[src/rtl/nes_controller_reader.sv]
`default_nettype none
// ----------------------------------------------------------------------------
// nes_controller_reader: drives NES latch/pulse strobes, shifts in 8 buttons.
// Revision 1.0
// ----------------------------------------------------------------------------
module nes_controller_reader #(
   parameter int HALF_PERIOD = 300
) (
   input  logic       clk,
   input  logic       reset,
   input  logic       start,
   input  logic       nesData,
   output logic       nesLatch,
   output logic       nesPulse,
   output logic [7:0] buttons,
   output logic       valid,
   output logic       busy
);

   localparam int PW = 12;

   typedef enum logic [2:0] {
      IDLE  = 3'd0,
      LATCH = 3'd1,
      LOW   = 3'd2,
      HIGH  = 3'd3,
      DONE  = 3'd4
   } state_t;

   state_t        state_q, state_d;
   logic [PW-1:0] presc_q, presc_d;
   logic [2:0]    idx_q, idx_d;
   logic          half_q, half_d;
   logic [7:0]    shift_q, shift_d;
   logic          sync1_q, sync2_q;
   logic          latch_q, latch_d;
   logic          pulse_q, pulse_d;
   logic [7:0]    buttons_q, buttons_d;
   logic          valid_q, valid_d;
   logic          busy_q, busy_d;
   logic          tick;

   assign tick = (presc_q == PW'(HALF_PERIOD - 1));

   always_comb begin
      state_d = state_q;
      idx_d   = idx_q;
      half_d  = half_q;
      shift_d = shift_q;

      case (state_q)
         IDLE: begin
            if (start) begin
               state_d = LATCH;
               idx_d   = 3'd0;
               half_d  = 1'b0;
            end
         end
         LATCH: begin
            // Latch spans two ticks; half_q marks the first one as done.
            if (tick) begin
               if (half_q) state_d = LOW;
               else        half_d  = 1'b1;
            end
         end
         LOW: begin
            if (tick) begin
               shift_d[idx_q] = ~sync2_q;
               state_d        = (idx_q == 3'd7) ? DONE : HIGH;
            end
         end
         HIGH: begin
            if (tick) begin
               idx_d   = idx_q + 3'd1;
               state_d = LOW;
            end
         end
         DONE: begin
            // A held start chains straight into the next frame.
            if (start) begin
               state_d = LATCH;
               idx_d   = 3'd0;
               half_d  = 1'b0;
            end else begin
               state_d = IDLE;
            end
         end
         default: state_d = IDLE;
      endcase

      if (state_d != state_q || tick || state_q == IDLE || state_q == DONE)
         presc_d = '0;
      else
         presc_d = presc_q + PW'(1);

      latch_d   = (state_d == LATCH);
      pulse_d   = (state_d == HIGH);
      busy_d    = (state_d == LATCH) || (state_d == LOW) || (state_d == HIGH);
      valid_d   = (state_d == DONE);
      buttons_d = valid_d ? shift_d : buttons_q;
   end

   always_ff @(posedge clk) begin
      if (!reset) begin
         state_q   <= IDLE;
         presc_q   <= '0;
         idx_q     <= 3'd0;
         half_q    <= 1'b0;
         shift_q   <= 8'h00;
         sync1_q   <= 1'b1;
         sync2_q   <= 1'b1;
         latch_q   <= 1'b0;
         pulse_q   <= 1'b0;
         buttons_q <= 8'h00;
         valid_q   <= 1'b0;
         busy_q    <= 1'b0;
      end else begin
         state_q   <= state_d;
         presc_q   <= presc_d;
         idx_q     <= idx_d;
         half_q    <= half_d;
         shift_q   <= shift_d;
         sync1_q   <= nesData;
         sync2_q   <= sync1_q;
         latch_q   <= latch_d;
         pulse_q   <= pulse_d;
         buttons_q <= buttons_d;
         valid_q   <= valid_d;
         busy_q    <= busy_d;
      end
   end

   assign nesLatch = latch_q;
   assign nesPulse = pulse_q;
   assign buttons  = buttons_q;
   assign valid    = valid_q;
   assign busy     = busy_q;

endmodule
`default_nettype wire

[config.mk]
export PLATFORM = sky130hd
export DESIGN_NAME = nes_controller_reader
export DESIGN_NICKNAME = d
export VERILOG_FILES = /design/src/rtl/nes_controller_reader.sv
export SDC_FILE = /design/constraint.sdc
export NUM_CORES = 1
export LEC_CHECK = 0
export BUFFER_PORTS_ARGS = -buffer_cell sky130_fd_sc_hd__buf_2
export CORE_ASPECT_RATIO = 0.9
export CORE_MARGIN = 1.5
export CORE_UTILIZATION = 50
export DETAILED_ROUTE_END_ITERATION = 10
export MAX_ROUTING_LAYER = met4
export PLACE_DENSITY = 0.76
export SYNTH_ARGS = -nofsm -noshare
export SYNTH_HDL_FRONTEND = slang
export SYNTH_SLANG_ARGS = --single-unit
[constraint.sdc]
create_clock -name clk -period 2.7 [get_ports clk]
set_clock_uncertainty 0.2 [all_clocks]
set_input_delay 0.54 -clock clk [delete_from_list [all_inputs] [get_ports clk]]
set_output_delay 0.54 -clock clk [all_outputs]
set_load 0.005 [all_outputs]
==> results of run 1 <==
-- cell type report --
cell class,instances,area (µm²)
fillers,311,1423
multi-input cells,139,925.9
flip-flops and latches,41,820.8
repair buffers,17,90.09
clock buffers,5,68.82
well taps,44,55.05
inverters,4,15.01
clock inverters,1,5.005
-- worst paths after layout --
check        cells after the start             startpoint                      end
max                              7  idx_q[0]$_SDFFE_PN0P_  buttons[6]$_SDFFE_PN0P_
min                              1     sync1_q$_SDFF_PN1_       sync2_q$_SDFF_PN1_
max reg2reg                      7  idx_q[0]$_SDFFE_PN0P_  buttons[6]$_SDFFE_PN0P_
min reg2reg                      1     sync1_q$_SDFF_PN1_       sync2_q$_SDFF_PN1_
-- Yosys cell counts (all sizes together) --
cell type / number
a31oi: 8
buf: 3
and3: 3
and2: 5
or3b: 1
o211a: 1
a221oi: 1
o31a: 1
o21a: 1
clkbuf: 6
inv: 4
nor4b: 1
or3: 1
nand3b: 3
nand4: 7
a41oi: 2
nor2: 16
nor3b: 4
a21boi: 10
o41ai: 2
xnor2: 6
and3b: 2
o21ai: 14
or2: 2
xor2: 4
dfxtp: 41
a311o: 1
or4b: 2
or4: 1
ha: 3
nor2b: 2
nand2: 11
nor4: 7
nor3: 3
nand3: 8
or4bb: 1
nand2b: 5
-- flip-flops by register name (all words and copies together), names as in the netlist --
| signal | count |
|---|---|
| valid | 1 |
| shift_q | 8 |
| buttons | 8 |
| presc_q | 12 |
| nesLatch | 1 |
| nesPulse | 1 |
| busy | 1 |
| idx_q | 3 |
| sync2_q | 1 |
| sync1_q | 1 |
| half_q | 1 |
| state_q | 3 |
-- per-stage QoR --
| step | hold slack (ns) | instances |
|---|---|---|
| 2_1_floorplan | 0.1863 | 193 |
| 3_3_place_gp | 0.1961 | 245 |
| 3_5_place_dp | 0.1990 | 245 |
| 4_1_cts | 0.2161 | 251 |
| 5_1_grt | 0.2322 | 251 |
| 6_report | 0.2120 | 251 |
-- per-layer routing --
layer	track usage (%)	wire, µm
met5	-	0
met4	11.66	81
met3	3.955	149
met2	33.29	1627
met1	24.85	1658
-- power groups by stage --
stage                     Combinational, mW  Sequential (mW)  Clock [mW]
after floorplan                      0.0245            0.631           0
after global placement               0.0329            0.631           0
after detailed placement             0.0342            0.631           0
after CTS                            0.0343            0.618       0.372
after global routing                 0.0385            0.618       0.397
final                                0.0338            0.618       0.364
-- cell families (layout without fill, tap and decap cells) --
| logic type | after synthesis | count (layout) | share of synthesized area (%) |
|---|---|---|---|
| compound gates | 41 | 41 | 15.25 |
| flops | 41 | 41 | 45.46 |
| simple gates | 85 | 85 | 29.11 |
| fa+ha+maj | 3 | 3 | 2.079 |
| buf+inv | 13 | 27 | 3.257 |
| xor+xnor | 10 | 10 | 4.851 |
-- worst max-delay path: stages (launching register included) --
cell and delay (ns):
dfxtp_1 0.50, ha_1 0.22, ha_1 0.18, or4bb_1 0.46, nor4_4 0.14, buf_4 0.25
o21ai_0 0.10, a31oi_1 0.19
==> impl_results.md, run 1 <==
- Status: finished clean
- Slew HR: 58.79%
- Pin count of the biggest net entering global routing: 31
- Num ports: 16
- Pins Over Slew Limit: 0
- Hold-fix buffers, CTS: 0
- Post-CTS sizing: 0
- Syn avg cell area: 9.355 µm²
- Num rows: 20
- Dpl hpwl: 2486 µm
- Layout cells sized above 1: 14.98%
- Area of the core: 0.003403 mm²
- CTS max path bufs: 2
- Clk_lat worst skew: 0.29 ns
- WL per Instance: 14.01 µm
- Commonest cells after routing, fill and taps aside: dfxtp_1 (41), nor2_1 (16), buf_2 (15), o21ai_0 (14), nand2_1 (11)
- RSZ-0062 raised after global routing: no
- Clock power frac: 35.8%
- Post-CTS setup buffer count: 0
- Final period util: 85.31%
- Design Power: 1.015 mW
- Sw power: 218.7 µW
- Crit-path max FO: 18
- Area after DPL: 0.001907 mm²
- Chip height: 60.01 µm
- Die area: 0.003981 mm²
- Flop2flop setup slack: 0.40 ns
- First-pass GRT wire length: 5913 µm
- Most common cell after layout, fill and taps aside: dfxtp_1
- CP Class: reg2reg
- Sinks on Clock Net: 41
- Initial Util: 53.05%
- NumNets Final: 215
- Setup crit end kind: flip-flop
- Synth unique cells: 42
- Residual DRC: 0
- Startpoint Class: flip-flop
- Final instance area: 0.001981 mm²
- Critical Path RT: 2.72 ns
- Clock tree from TritonCTS: done
- FMAX: 0.4341 GHz
- Max cap viols: 0
- Setup TNS: 0 ns
- Gate power share: 3.3%
- GRT Util Overall: 20.83%
- Crit path time final: 2.303 ns
- CTS root buffer: clkbuf_8
- Num CTS Buffers: 5
- Area of the mapped netlist: 0.001805 mm²
- Pwr Density: 512.5 mW/mm²
- Leading area contributor after synthesis: dfxtp_1
- Sequential cell area fraction in the yosys report: 45.46%
- Area delta synth->final: 9.702%
- Worst slew pin tran: 0.6165 ns
- Wirelength, routed: 3517 µm
- Vias in the first global route: 1343
- H-tree depth: 2
- CP Data Arrival Time: 2.32 ns
- Antenna-violating nets left: 0
- Final Util: 58.20%
- DR iter-0 viols: 81
- Net Count, Synth: 200
- Sequential fraction of design power: 60.8%
- Antenna violations before repair: 0
- Pint: 796.5 µW
- Cell count after synthesis: 193
- Switching share of power: 21.54%
- I/O Buffers: 15
- Syn. warnings: 0
- Top cells by area, synth: dfxtp_1 (45%), a21boi_0 (4.2%), o21ai_0 (3.9%)
- Final Setup Violations: 0
- FF+latch count, synth: 41
- Vias per inst: 5.920
- Hold Vio Cnt, Final: 0
- GRT overflow: 0
- Vias: 1486
- First-pass DRT Iterations: 4
- Die width: 66.34 µm
- Worst vdd ir: 0.3123 mV
- Yosys top cell area share: 45.46%
- Setup WS pre-CTS: 0.4174 ns
- N_diodes: 0
- Leak Pwr: 0.7299 nW
- Clock transition at the registers of the reported paths: 0.07 ns
- GP Congestion: 0.8662
- Final WS setup: 0.3966 ns
- HP Class: reg2reg
Note: power is estimated with default switching activity, not from simulation.
==> run 2, diff against run 1 <==
==> constraint.sdc (replaced) <==
create_clock -name clk -period 2.7 [get_ports clk]
set_clock_uncertainty 0.2 [all_clocks]
set_input_delay 0 -clock clk [delete_from_list [all_inputs] [get_ports clk]]
set_output_delay 0 -clock clk [all_outputs]
set_load 0.005 [all_outputs]
==> run 2 against run 1 <==
Compared with the run above:
- clock power hardly changed
- critical path depth is 2 lower
- core utilization up 1.5 points
- fmax fell by 9.9%
- power up 0.46%
- via count increased by 1.8%
- sequential share of layout area is 1.0 points lower
- wire length up 2.5%
- count of clock-buffer cells in the layout unchanged
- die area unchanged
- first-iteration DRC count decreased by 37%
- worst setup slack got worse by 0.25 ns
==> impl_results.md, run 2 (synthesized netlist as in run 1, its figures left out) <==
- Pwr Density: 502.2 mW/mm² (-2.0%)
- # fillers: 306 (-1.6%)
- R2r endpoint: half_q$_SDFFE_PN0P_
- WL met3: 145 µm (-2.7%)
- Vias per inst: 5.910 (-0.17%)
- Setup crit end kind: flip-flop
- Area of the core: 0.003403 mm² (unchanged)
- Crit path launch: presc_q[4]$_SDFF_PP0_
- Met1 wire length: 1696 µm (+2.3%)
- Num CTS Buffers: 5 (unchanged)
- CP Data Arrival Time: 2.59 ns (+0.27 ns)
- Pin count of the biggest net entering global routing: 31 (unchanged)
- Worst slew pin tran: 0.6024 ns (-0.01407 ns)
- Dpl hpwl: 2486 µm (unchanged)
- GRT Util Overall: 21.20% (+0.37 points)
- GRT overflow: 0 (unchanged)
- Post-CTS setup buffer count: 0 (unchanged)
- Top reg by flops: presc_q
- R2R depth: 5 (-2)
- Crit-path max FO: 6 (-12)
- Pint: 800.2 µW (+0.47%)
- DR iter-0 viols: 51 (-37%)
- Residual DRC: 0 (unchanged)
- Setup TNS: 0 ns (unchanged)
- Final cell count without fillers: 256 (+2.0%)
- Startpoint Class: flip-flop
- Top Layer Used: met4
- N_diodes: 0 (unchanged)
- Die width: 66.34 µm (unchanged)
- Worst r2r src: presc_q[4]$_SDFF_PP0_
- Die area: 0.003981 mm² (unchanged)
- FMAX: 0.3910 GHz (-9.9%)
- NumNets Final: 220 (+2.3%)
- Clock tree from TritonCTS: done
- Status: finished clean
- Initial Util: 53.05% (unchanged)
- Switching share of power: 21.53% (about the same)
- Antenna violations before repair: 0 (unchanged)
- Sequential fraction of design power: 60.6% (-0.2 points)
- Final instance area: 0.002031 mm² (+2.5%)
- Crit path time final: 2.557 ns (+0.2540 ns)
- CTS max path bufs: 2 (unchanged)
- Final WS setup: 0.1426 ns (-0.2540 ns)
- Wirelength, routed: 3606 µm (+2.5%)
- Met2 WL: 1683 µm (+3.4%)
- Hold Vio Cnt, Final: 0 (unchanged)
- Final Util: 59.67% (+1.5 points)
- HP Class: reg2reg
- Hold path start: sync1_q$_SDFF_PN1_
- Area after DPL: 0.001907 mm² (unchanged)
- Flop2flop setup slack: 0.14 ns (-0.25 ns)
- Final Setup Violations: 0 (unchanged)
- Pins Over Slew Limit: 0 (unchanged)
- GP Congestion: 0.8662 (unchanged)
- CTS root buffer: clkbuf_8
- Clock power frac: 35.7% (about the same)
- Sw power: 219.6 µW (+0.42%)
- I/O Buffers: 15 (unchanged)
- Clk_lat worst skew: 0.29 ns (about the same)
- CP Class: reg2reg
- Critical Path RT: 2.74 ns (+0.02 ns)
- Antenna-violating nets left: 0 (unchanged)
- Critical Path Sink: half_q$_SDFFE_PN0P_
- Most common cell after layout, fill and taps aside: dfxtp_1
- WL per Instance: 14.09 µm (+0.53%)
- Setup WS pre-CTS: 0.4174 ns (unchanged)
- Clock transition at the registers of the reported paths: 0.07 ns (about the same)
- Num ports: 16 (unchanged)
- Area delta synth->final: 12.47%
- Num rows: 20 (unchanged)
- Commonest cells after routing, fill and taps aside: dfxtp_1 (41), nor2_1 (16), buf_2 (15), o21ai_0 (14), nand2_1 (11)
- Max reg flops: 12 (unchanged)
- Dpl cells: 245 (unchanged)
- H-tree depth: 2 (unchanged)
- Slew HR: 59.73% (+0.94 points)
- Sinks on Clock Net: 41 (unchanged)
- First-pass GRT wire length: 6023 µm (+1.9%)
- First-pass DRT Iterations: 4 (unchanged)
- RSZ-0062 raised after global routing: no
- Vias in the first global route: 1383 (+3.0%)
- Worst vdd ir: 0.3139 mV (+0.50%)
- Fin Hold WS: 0.2124 ns (+0.0004250 ns)
- Gate power share: 3.8% (+0.5 points)
- Design Power: 1.020 mW (+0.46%)
- Leak Pwr: 0.7522 nW (+3.1%)
- Chip height: 60.01 µm (unchanged)
- Max cap viols: 0 (unchanged)
- Layout cells sized above 1: 14.62% (-0.35 points)
- Final period util: 94.72% (+9.4 points)
- Vias: 1513 (+1.8%)
run 2: cell type report:
type / instances / area (µm²) / area share (%)
clock inverter: 1 / 5.005 / 0.2465
tap: 44 / 55.05 / 2.711
sequential: 41 / 820.8 / 40.42
inverter: 4 / 15.01 / 0.7394
clock buffer: 5 / 68.82 / 3.389
multi-input combinational: 139 / 925.9 / 45.59
timing repair buffer: 22 / 140.1 / 6.901
run 2: how the worst min path moves through the flow:
stage,end,slack (ns),cells past startpoint
global route,sync2_q$_SDFF_PN1_,0.23,1
CTS,sync2_q$_SDFF_PN1_,0.22,1
finish,sync2_q$_SDFF_PN1_,0.21,1
detailed placement,sync1_q$_SDFF_PN1_,-0.01,2
global placement,sync1_q$_SDFF_PN1_,-0.02,2
floorplan,sync1_q$_SDFF_PN1_,-0.1,1
run 2: routing by layer:
layer  up-vias  track usage, %
met3         8           3.955
met1       726           24.97
li1        740               -
met2        39           34.29
met4         0           11.95
met5         -               -
run 2: timing repair:
action,in CTS,in global routing
resized for setup,0,0
hold buffers,5,0
endpoints found under the hold margin,28,0
run 2: power by group through the flow:
stage          Sequential [mW]  Clock (mW)  Combinational [mW]
6_report                 0.618       0.364              0.0383
5_1_grt                  0.618       0.397              0.0431
4_1_cts                  0.618       0.372              0.0386
3_5_place_dp             0.631           0              0.0342
3_3_place_gp             0.631           0              0.0329
2_1_floorplan            0.631           0              0.0245
run 2: critical path, stage by stage, from the launching register on:
cell	delay, ns
dfxtp_1	0.36
or4_1	0.71
nor3_4	0.35
and3b_1	0.21
o211a_1	0.13
dlygate4sd3_1	0.54
